--- config.mk ---
export PLATFORM = sky130hd
export DESIGN_NAME = multi_lane_pipelined_adder
export DESIGN_NICKNAME = d
export VERILOG_FILES = /design/src/rtl/multi_lane_pipelined_adder.sv
export SDC_FILE = /design/constraint.sdc
export NUM_CORES = 1
export LEC_CHECK = 0
export CAP_MARGIN = 20
export CORE_MARGIN = 5
export CORE_UTILIZATION = 47
export CTS_BUF_LIST = sky130_fd_sc_hd__clkbuf_8
export CTS_CLUSTER_DIAMETER = 60
export DETAILED_ROUTE_END_ITERATION = 8
export PLACE_DENSITY = 0.78
export SLEW_MARGIN = 20
export SYNTH_ARGS = -nofsm -noshare
export SYNTH_HDL_FRONTEND = slang
export SYNTH_SLANG_ARGS = --single-unit
--- constraint.sdc ---
create_clock -name clk -period 3 [get_ports clk]
set_input_delay 0.45 -clock clk [delete_from_list [all_inputs] [get_ports clk]]
set_output_delay 0.45 -clock clk [all_outputs]
set_load 0.03 [all_outputs]
--- src/rtl/multi_lane_pipelined_adder.sv ---
// -----------------------------------------------------------------------------
// multi_lane_pipelined_adder
//
// Adds or subtracts LANES independent WIDTH-bit operand pairs per transfer.
// Each lane is a ripple carry chain cut into SEG-bit segments, with one
// register stage per segment (STAGES = ceil(WIDTH/SEG)). The whole pipeline
// advances together when the output slot is empty or being drained.
//
// Ports:
//   clk        rising-edge clock
//   rst        synchronous active-high reset
//   in_valid   operand set presented
//   in_ready   block accepts the operand set this cycle
//   sub        0 = add, 1 = subtract (all lanes), sampled with operands
//   a, b       lane k operand at bits [k*WIDTH +: WIDTH]
//   cin        per-lane carry-in (ignored when sub = 1)
//   out_valid  result available
//   out_ready  sink accepts the result
//   sum        per-lane result, same packing as a
//   cout       per-lane carry-out; in subtract mode 1 = no borrow
//
// Optional feature, enabled by defining MLPA_OVF_STICKY_EN:
//   ovf        per-lane signed overflow of the presented result
//   ovf_sticky per-lane sticky overflow, set on output transfers
//   ovf_clr    clears ovf_sticky on the next edge (a set wins over the clear)
// -----------------------------------------------------------------------------
module multi_lane_pipelined_adder #(
    parameter int WIDTH = 8,
    parameter int LANES = 4,
    parameter int SEG   = 4
) (
    input  logic                   clk,
    input  logic                   rst,
    input  logic                   in_valid,
    output logic                   in_ready,
    input  logic                   sub,
    input  logic [LANES*WIDTH-1:0] a,
    input  logic [LANES*WIDTH-1:0] b,
    input  logic [LANES-1:0]       cin,
    output logic                   out_valid,
    input  logic                   out_ready,
    output logic [LANES*WIDTH-1:0] sum,
    output logic [LANES-1:0]       cout
`ifdef MLPA_OVF_STICKY_EN
    ,
    input  logic                   ovf_clr,
    output logic [LANES-1:0]       ovf,
    output logic [LANES-1:0]       ovf_sticky
`endif
);

    localparam int STAGES = (WIDTH + SEG - 1) / SEG;
    localparam int LW     = LANES * WIDTH;
    localparam int LAST   = STAGES - 1;

    // Per-stage pipeline registers. Operand b is stored already conditioned
    // (inverted in subtract mode) so later stages need no knowledge of sub.
    logic          vld_q [STAGES];
    logic [LW-1:0] a_q   [STAGES];
    logic [LW-1:0] b_q   [STAGES];
    logic [LW-1:0] sum_q [STAGES];
    logic [LANES-1:0] c_q [STAGES];

    logic adv;

    assign adv       = !vld_q[LAST] || out_ready;
    assign in_ready  = adv;
    assign out_valid = vld_q[LAST];
    assign sum       = sum_q[LAST];
    assign cout      = c_q[LAST];

    for (genvar s = 0; s < STAGES; s++) begin : g_stage
        localparam int LO = s * SEG;
        localparam int HI = ((s + 1) * SEG > WIDTH) ? WIDTH : (s + 1) * SEG;

        logic [LW-1:0]    src_a;
        logic [LW-1:0]    src_b;
        logic [LW-1:0]    src_sum;
        logic [LANES-1:0] src_c;
        logic             src_v;
        logic [LW-1:0]    nxt_sum;
        logic [LANES-1:0] nxt_c;

        if (s == 0) begin : g_src_in
            // Stage 0 sees the ports; subtraction is a + ~b + 1 via carry-in.
            always_comb begin
                src_a   = a;
                src_b   = sub ? ~b : b;
                src_sum = '0;
                src_c   = sub ? {LANES{1'b1}} : cin;
                src_v   = in_valid;
            end
        end else begin : g_src_prev
            // Later stages continue from the previous stage's registers.
            always_comb begin
                src_a   = a_q[s-1];
                src_b   = b_q[s-1];
                src_sum = sum_q[s-1];
                src_c   = c_q[s-1];
                src_v   = vld_q[s-1];
            end
        end

        // Ripple this stage's segment [LO, HI) of every lane; other bits pass through.
        always_comb begin
            logic carry;
            nxt_sum = src_sum;
            nxt_c   = src_c;
            carry   = 1'b0;
            for (int k = 0; k < LANES; k++) begin
                carry = src_c[k];
                for (int i = 0; i < WIDTH; i++) begin
                    if ((i >= LO) && (i < HI)) begin
                        nxt_sum[k*WIDTH+i] = src_a[k*WIDTH+i] ^ src_b[k*WIDTH+i] ^ carry;
                        carry = (src_a[k*WIDTH+i] & src_b[k*WIDTH+i]) |
                                (carry & (src_a[k*WIDTH+i] ^ src_b[k*WIDTH+i]));
                    end else begin
                        nxt_sum[k*WIDTH+i] = src_sum[k*WIDTH+i];
                    end
                end
                nxt_c[k] = carry;
            end
        end

        // Stage register: cleared on reset, shifts on adv, holds otherwise.
        always_ff @(posedge clk) begin
            if (rst) begin
                vld_q[s] <= 1'b0;
                a_q[s]   <= '0;
                b_q[s]   <= '0;
                sum_q[s] <= '0;
                c_q[s]   <= '0;
            end else if (adv) begin
                vld_q[s] <= src_v;
                a_q[s]   <= src_a;
                b_q[s]   <= src_b;
                sum_q[s] <= nxt_sum;
                c_q[s]   <= nxt_c;
            end
        end
    end

`ifdef MLPA_OVF_STICKY_EN
    logic [LANES-1:0] ovf_raw;
    logic [LANES-1:0] ovf_sticky_q;

    // Signed overflow: operand signs agree and the result sign differs.
    always_comb begin
        ovf_raw = '0;
        for (int k = 0; k < LANES; k++) begin
            ovf_raw[k] = (a_q[LAST][k*WIDTH+WIDTH-1] == b_q[LAST][k*WIDTH+WIDTH-1]) &&
                         (sum_q[LAST][k*WIDTH+WIDTH-1] != a_q[LAST][k*WIDTH+WIDTH-1]);
        end
    end

    assign ovf        = vld_q[LAST] ? ovf_raw : {LANES{1'b0}};
    assign ovf_sticky = ovf_sticky_q;

    // Sticky flags: set on output transfer with ovf, clear on ovf_clr; set wins.
    always_ff @(posedge clk) begin
        if (rst) begin
            ovf_sticky_q <= '0;
        end else begin
            ovf_sticky_q <= (ovf_clr ? {LANES{1'b0}} : ovf_sticky_q) |
                            ((vld_q[LAST] && out_ready) ? ovf_raw : {LANES{1'b0}});
        end
    end
`endif

endmodule

-- After elaboration in Yosys (flattened, before gate mapping)
Memories as Yosys holds them, arrays and structs flattened.
Index checks and enable logic that the tools add are counted.
- register bits: 0
- memory bits (writable): 202
- output and inout port bits: 38
- logic and storage cells: 195
- memories: 5
- mux-type cells: 17
- bitwise logic cells: 171
- reductions and logical operators: 2
- memory list (memory ; words ; bits a word ; read ports ; clocked after Yosys merged registers in ; wr ports ; RTL line ; RTL):
    a_q ; 2 ; 32 ; 1 ; 0 ; 2 ; 59 ; logic [LW-1:0] a_q [STAGES];
    b_q ; 2 ; 32 ; 1 ; 0 ; 2 ; 60 ; logic [LW-1:0] b_q [STAGES];
    sum_q ; 2 ; 32 ; 2 ; 0 ; 2 ; 61 ; logic [LW-1:0] sum_q [STAGES];
    c_q ; 2 ; 4 ; 2 ; 0 ; 2 ; 62 ; logic [LANES-1:0] c_q [STAGES];
    vld_q ; 2 ; 1 ; 2 ; 0 ; 2 ; 58 ; logic vld_q [STAGES];
- operators by type and width (cell ; count):
    32-bit two-way mux ; 7
    1-bit bitwise AND ; 64
    1-bit bitwise XOR ; 64
    1-bit OR ; 42
    32-bit NOT ; 1
    4-bit two-way mux ; 3
    1-bit two-way mux ; 7
    1-bit zero test ; 1
    1-bit logical OR ; 1

-- Logic depth before layout (Yosys ltp)
Gate-level depths: netlist (run 1).
- depth in word-level cells: 12
- mapped depth: 11

-- Worst setup path before layout (run 1)
No wires, ideal clock.
- path kind: register to register
- start: mem vld_q[1]
- end: mem a_q[0][12] (netlist bit) (enable)
- setup time: 0.464 ns
- arrival: 2.905 ns
- required time: 2.536 ns
- path slack: -0.369 ns
- stages on the path, launching flop included: 4
- period minus slack after synthesis: 3.369 ns
- cells stage by stage: edfxtp_1 > nor2b_4 > buf_6 > nand2b_1
- RTL lines (what ; RTL line):
    start: declaration ; 58
    end: declaration ; 59

==> run summary, run 1 <==
Vias - 2713
DR vias/cell - 4.80
Slowest CP cell - clkdlybuf4s50_1
Setup CP Type - input port to flip-flop
Syn nets - 425
DR WL met3 - 424 um
FMAX - 0.354 GHz
Ratio of cells with drive above 1 in the final layout - 18.9%
Area growth, synth to finish - 27.9%
Die footprint - 12600 um2
Die width - 112 um
Gpl congestion - 0.756
CTS tree - built
Worst clock skew - 0.00839 ns
CP top delay family - adder cells
Final Max Slew Viols - 0
CTS Hold Bufs - 0
Final instance area - 6270 um2
CTS clk-pin slew, worst paths - 0.09 ns
Dpl cell area - 6060 um2
Synth Register Bits - 90
Overall routing resource usage - 14.8%
Post-CTS setup buffers - 0
Bufs on Longest Clock Path - 2
Min-delay worst type - flip-flop to flip-flop
Largest cells by area after synthesis - edfxtp_1 (55%), fa_1 (13%), nor3b_2 (10%), xnor2_1 (4.8%), inv_1 (3.5%)
Final Hold Fails - 0
Ant. Diodes - 0
Synth Cell Area - 4900 um2
DRT Wirelength - 8900 um
First-pass GRT wire length - 14800 um
CP arrival - 2.90 ns
CP Launch Type - input port
Dpl hpwl - 6070 um
Critical path's most frequent cell - fa_1
Inst Count DP - 549
Crit path time final - 2.82 ns
Pwr Density - 516 nW/um2
RSZ-0062 raised after global routing - no
Most frequent cell after synthesis - edfxtp_1
Status - finished, final reports clean
Cell taking the most area after synthesis - edfxtp_1
DRT antenna net count - 0
I/O pin count - 111
Worst slew pin tran - 0.549 ns
Final period utilization - 94.1%
Hold WS - 0.571 ns
Synth top cells by count - edfxtp_1 (90), inv_1 (46), nor3b_2 (40), fa_1 (32), xnor2_1 (27)
Post-synth top area share - 55.1%
EDFF count, synth - 90
CP Max Fanout - 1
Synthesis Warnings - 0
H-tree levels - 3
DR WL/cell - 15.8 um
Number of buffers and inverters on the critical path - 3
Initial Util - 47.9%
Share of the yosys chip area belonging to registers - 55.1%
Setup WS post-layout - 0.176 ns
# setup viols final - 0
Slew headroom - 63.4%
Critical Path RT - 3.08 ns
Die Ht - 112 um
CTS buffer count - 9
Crit-path cells - clkdlybuf4s50_1 > inv_1 > fa_1 > fa_1 > fa_1 > inv_1 > fa_1 > nor3b_1
Worst IR Drop VDD - 275 uV
Post-Syn Instances - 320
First-pass iteration count of the detailed router - 4
Finished Layout Cells - 565
Met1 Wirelength - 3580 um
Lkg Pwr - 2.39 nW
Clock sinks - 90
PostCTS Resize Cnt - 0
Dpl ws - -0.212 ns
Routed wl met2 - 4790 um
Core area - 10200 um2
Rows - 37
Largest net degree at the start of global routing - 92
Initial antenna violation count - 0
Mean area per synthesized cell - 15.3 um2
Post-route DRC - 0
Number of global-route vias before repair - 3041
Total gr overflow - 0
Clk_lat worst skew - 0.34 ns
Top FF cell, synth - edfxtp_1
Largest stage delay on the critical path - 0.47 ns
Async SR Flop Fraction - 0%
Max-Cap Viols - 0
Distinct cells, synth - 17
FILL cells - 810
Crit. End Element - flip-flop
Starting DRC count in detailed routing - 93
Nets@finish - 529
Root Buffer - clkbuf_8
Port-buffer cells - 110
Uppermost routed layer - met4
[cell families after synthesis]
kind of cell / share of synthesized area [%]
XOR/XNOR: 5.72
adder cells (fa/ha/maj): 13.1
buffers and inverters: 7.86
flip-flops: 55.1
AND/OR/NAND/NOR: 18.2
[layout by cell type (no fill, tap or decap), drive strengths merged]
master,instances
clkbuf,9
nor2,4
nand2b,1
xnor2,27
clkinvlp,1
nor3b,51
nor3,39
edfxtp,90
fa,32
clkinv,3
xor2,5
bufinv,2
clkdlybuf4s50,108
buf,9
nor2b,1
inv,47
[final timing paths]
| check | startpoint | to | slack [ns] | cells past startpoint |
|---|---|---|---|---|
| worst max register to register | a_q[0][12] | sum_q[1][15] | 0.59 | 8 |
| worst min-delay path | sum_q[0][17] | sum_q[1][17] | 0.57 | 1 |
| worst min register to register | sum_q[0][17] | sum_q[1][17] | 0.57 | 1 |
| worst max-delay path | a[24] | sum_q[0][27] | 0.18 | 8 |
[metrics by stage]
stage	utilization (%)	setup TNS, ns	power (mW)
6_report	61.3	0	3.24
5_1_grt	61.3	0	3.42
3_3_place_gp	59.3	-0.292	2.39
4_1_cts	61.3	0	3.28
3_5_place_dp	59.3	-0.507	2.41
2_1_floorplan	-	0	2.10
[power by group]
part,internal [mW],total [mW],leakage [nW],switching [mW]
combinational,0.380,0.762,1.23,0.382
clock,0.461,0.872,0.108,0.411
sequential,1.56,1.60,1.05,0.0446
[metal layers]
layer	track usage [%]	up-vias
met1	18.1	1357
li1	-	1284
met5	0	-
met3	3.23	9
met4	4.41	0
met2	26.2	63
[state kept, by name, summed over array words and instances (netlist names)]
register and count:
vld_q 2, c_q 8, sum_q 48, b_q 16, a_q 16
[area by class of cell]
class                           count  area (um2)  area share, %
Sequential cell                    90        2700           43.1
Timing Repair Buffer              117        1200           19.1
Tap cell                          136         170           2.71
Multi-Input combinational cell    160        1820           29.0
Clock buffer                        9         124           1.97
Inverter                           46         173           2.75
Clock inverter                      7        85.1           1.36
No activity file was read; power rests on OpenSTA's default activity.
==> run 2, diff against run 1 <==
- TNS_END_PERCENT: default -> 5
==> results of run 2 <==
Same layout as run 1: the final DEF is identical, and so are final timing and power.
==> run 3, diff against run 2 <==
- ABC_AREA: default -> 1
- CORE_MARGIN: 5 -> default
- PLACE_DENSITY: 0.78 -> 0.79
==> run summary, run 3 <==
Dpl cell area - 5900 um2 (-2.7%)
I/O pin count - 111 (unchanged)
Core Util, Final - 64.7% (+3.4 points)
Worst slew pin tran - 0.460 ns (-0.0886 ns)
Sequential share of power - 51.4% (+1.9 points)
Slew headroom - 69.3% (+5.9 points)
Core area - 9420 um2 (-8.0%)
Die Ht - 101 um (-9.6%)
Final Hold Fails - 0 (unchanged)
Comb pwr share - 23.4% (-0.2 points)
Int Pwr - 2.21 mW (-7.7%)
Synthesis Warnings - 0 (unchanged)
Simple-Gate Fraction of Synth Area - 13.1% (-5.1 points)
Clock Power Share - 25.3% (-1.6 points)
Worst clock skew - 0.0152 ns (+0.00684 ns)
Pwr Density - 512 nW/um2 (-0.87%)
Setup CP Type - input port to flip-flop
Lkg Pwr - 2.74 nW (+15%)
Post-route DRC - 0 (unchanged)
CTS buffer count - 9 (unchanged)
Ratio of cells with drive above 1 in the final layout - 9.42% (-9.5 points)
Syn nets - 517 (+22%)
Biggest register - sum_q
CP Max Fanout - 1 (unchanged)
FILL cells - 737 (-9.0%)
Die footprint - 10300 um2 (-18%)
EDFF count, synth - 90 (unchanged)
FMAX - 0.369 GHz (+4.3%)
Rows - 35 (-5.4%)
CP Launch Type - input port
Area growth, synth to finish - 31.1%
Critical Path RT - 3.12 ns (+0.04 ns)
Largest regs - sum_q: 48 flops, a_q: 16 flops, b_q: 16 flops
Overall routing resource usage - 15.6% (+0.84 points)
Dpl hpwl - 5750 um (-5.4%)
Post-Synth XOR/XNOR Area - 3.02% (-2.7 points)
Ant. Diodes - 0 (unchanged)
PostCTS Resize Cnt - 0 (unchanged)
RSZ-0062 raised after global routing - no
Final period utilization - 90.3% (-3.9 points)
Min-delay worst type - flip-flop to flip-flop
Compound-Gate Fraction of Synth Area - 0% (unchanged)
Initial antenna violation count - 0 (unchanged)
Post-Syn Instances - 412 (+29%)
CTS clk-pin slew, worst paths - 0.10 ns (about the same)
Crit. End Element - flip-flop
Distinct cells, synth - 16 (-1)
Cell taking the most area after synthesis - edfxtp_1
Crit path time final - 2.71 ns (-0.116 ns)
Largest register FFs - 48 (unchanged)
Final instance area - 6090 um2 (-2.9%)
Vias - 2840 (+4.7%)
Psw - 0.902 mW (+7.7%)
DR WL/cell - 11.5 um (-27%)
Clock sinks - 90 (unchanged)
Max-Cap Viols - 0 (unchanged)
Share of the yosys chip area belonging to registers - 58.2% (+3.0 points)
Critical path's most frequent cell - fa_1
Hold WS - 0.555 ns (-0.0163 ns)
CP arrival - 2.83 ns (-0.07 ns)
Status - finished, final reports clean
Main combinational cell family by area after synthesis - adder cells
Most frequent cell after synthesis - inv_1
Number of global-route vias before repair - 2832 (-6.9%)
Most frequent cells in the layout - inv_1 (112), clkdlybuf4s50_1 (109), edfxtp_1 (90)
Initial Util - 49.3% (+1.4 points)
H-tree levels - 3 (unchanged)
Synth top cells by count - inv_1 (112), edfxtp_1 (90), nor2_1 (84), nand2_1 (38), fa_1 (32)
Gpl congestion - 0.737 (-2.5%)
Largest net degree at the start of global routing - 62 (-33%)
Starting DRC count in detailed routing - 74 (-20%)
Largest cells by area after synthesis - edfxtp_1 (58%), fa_1 (14%), inv_1 (9.0%), nor2_1 (6.8%), nand2_1 (3.1%)
Commonest non-fill, non-tap cell in the layout - inv_1
Die width - 101 um (-9.6%)
Root Buffer - clkbuf_8
Synth Cell Area - 4650 um2 (-5.2%)
Port-buffer cells - 110 (unchanged)
DRT antenna net count - 0 (unchanged)
Nets@finish - 631 (+19%)
Worst IR Drop VDD - 290 uV (+5.5%)
Post-synth top area share - 58.2% (+3.0 points)
Reg area - 2700 um2 (unchanged)
Bufs on Longest Clock Path - 2 (unchanged)
Slowest CP cell - clkdlybuf4s50_1
Total gr overflow - 0 (unchanged)
Footprint of the multi-input gates - 1400 um2 (-23%)
# setup viols final - 0 (unchanged)
Mean area per synthesized cell - 11.3 um2 (-26%)
Async SR Flop Fraction - 0% (unchanged)
CTS tree - built
Mux cell area share after synthesis - 0% (unchanged)
Synth Register Bits - 90 (unchanged)
Top FF cell, synth - edfxtp_1
Post-CTS setup buffers - 0 (unchanged)
Adder-Cell Fraction of Synth Area - 13.8% (+0.72 points)
First-pass GRT wire length - 12100 um (-18%)
First-pass iteration count of the detailed router - 4 (unchanged)
CTS Hold Bufs - 0 (unchanged)
Crit-path cells - clkdlybuf4s50_1 > inv_1 > fa_1 > fa_1 > fa_1 > inv_1 > fa_1 > inv_1 > nor2_1
Clk_lat worst skew - 0.35 ns (about the same)
Largest stage delay on the critical path - 0.48 ns (about the same)
DR vias/cell - 4.30 (-10%)
Final Max Slew Viols - 0 (unchanged)
DRT Wirelength - 7580 um (-15%)
Setup_tns - 0 ns (unchanged)
Finished Layout Cells - 660 (+17%)
Inst Count DP - 644 (+17%)
Sw frac - 29.0% (+3.1 points)
[run 3: cell types whose count changed in the layout (fill, tap and decap cells not counted), moves of 3 or more]
| cell | delta |
|---|---|
| nor3b_2 | -40 |
| nor3b_1 | -11 |
| nor2_2 | +10 |
| nor3_1 | -23 |
| nor3_2 | -16 |
| inv_6 | +3 |
| xnor2_1 | -16 |
| inv_1 | +65 |
| nand2_2 | +10 |
| nor2_1 | +80 |
| nand2_1 | +38 |
[run 3: path summary, 6_finish.rpt]
check | startpoint | endpoint | slack, ns | cells past startpoint
max reg2reg | b_q[0][12] | sum_q[1][15] | 0.68 | 8
min | sum_q[0][27] | sum_q[1][27] | 0.56 | 2
max | a[24] | sum_q[0][27] | 0.29 | 9
min reg2reg | sum_q[0][27] | sum_q[1][27] | 0.56 | 2
[run 3: power by group through the flow]
stage / logic, mW / registers [mW] / clock network, mW
after global placement: 0.715 / 1.63 / 0
final: 0.728 / 1.60 / 0.787
after detailed placement: 0.738 / 1.63 / 0
after global routing: 0.810 / 1.62 / 0.853
after CTS: 0.743 / 1.60 / 0.806
after floorplan: 0.299 / 1.77 / 0
[run 3: final cells by class]
| class | instances | share of cell area [%] |
|---|---|---|
| sequential | 90 | 44.4 |
| multi-input combinational | 193 | 23.0 |
| timing repair buffer | 117 | 19.7 |
| inverter | 115 | 7.13 |
| tap | 129 | 2.65 |
| clock buffer | 9 | 2.03 |
| clock inverter | 7 | 1.09 |
[run 3: metal layers]
| metal | global-route usage [%] | share of wire (%) | vias up |
|---|---|---|---|
| li1 | - | - | 1435 |
| met1 | 18.2 | 42 | 1322 |
| met2 | 28.7 | 52 | 76 |
| met3 | 2.28 | 4.6 | 7 |
| met4 | 6.58 | 1.8 | 0 |
| met5 | 0 | 0 | - |
[run 3: kinds of logic (layout without fill, tap and decap cells)]
logic type,after synthesis,in the layout
adder cells (fa/ha/maj),32,32
buffers and inverters,129,248
AND/OR/NAND/NOR,145,145
XOR/XNOR,16,16
flip-flops,90,90
[run 3: per-stage QoR]
step / power, mW / setup slack (ns)
finish: 3.12 / 0.291
CTS: 3.15 / 0.300
global route: 3.28 / 0.178
floorplan: 2.06 / 0.146
global placement: 2.34 / -0.0807
detailed placement: 2.37 / -0.0864
[run 3: worst max-delay path: cells and delay by family]
kind          cells  cell delay [ns]
fa+ha+maj         4             1.67
buf+inv           4             0.68
simple gates      1             0.04
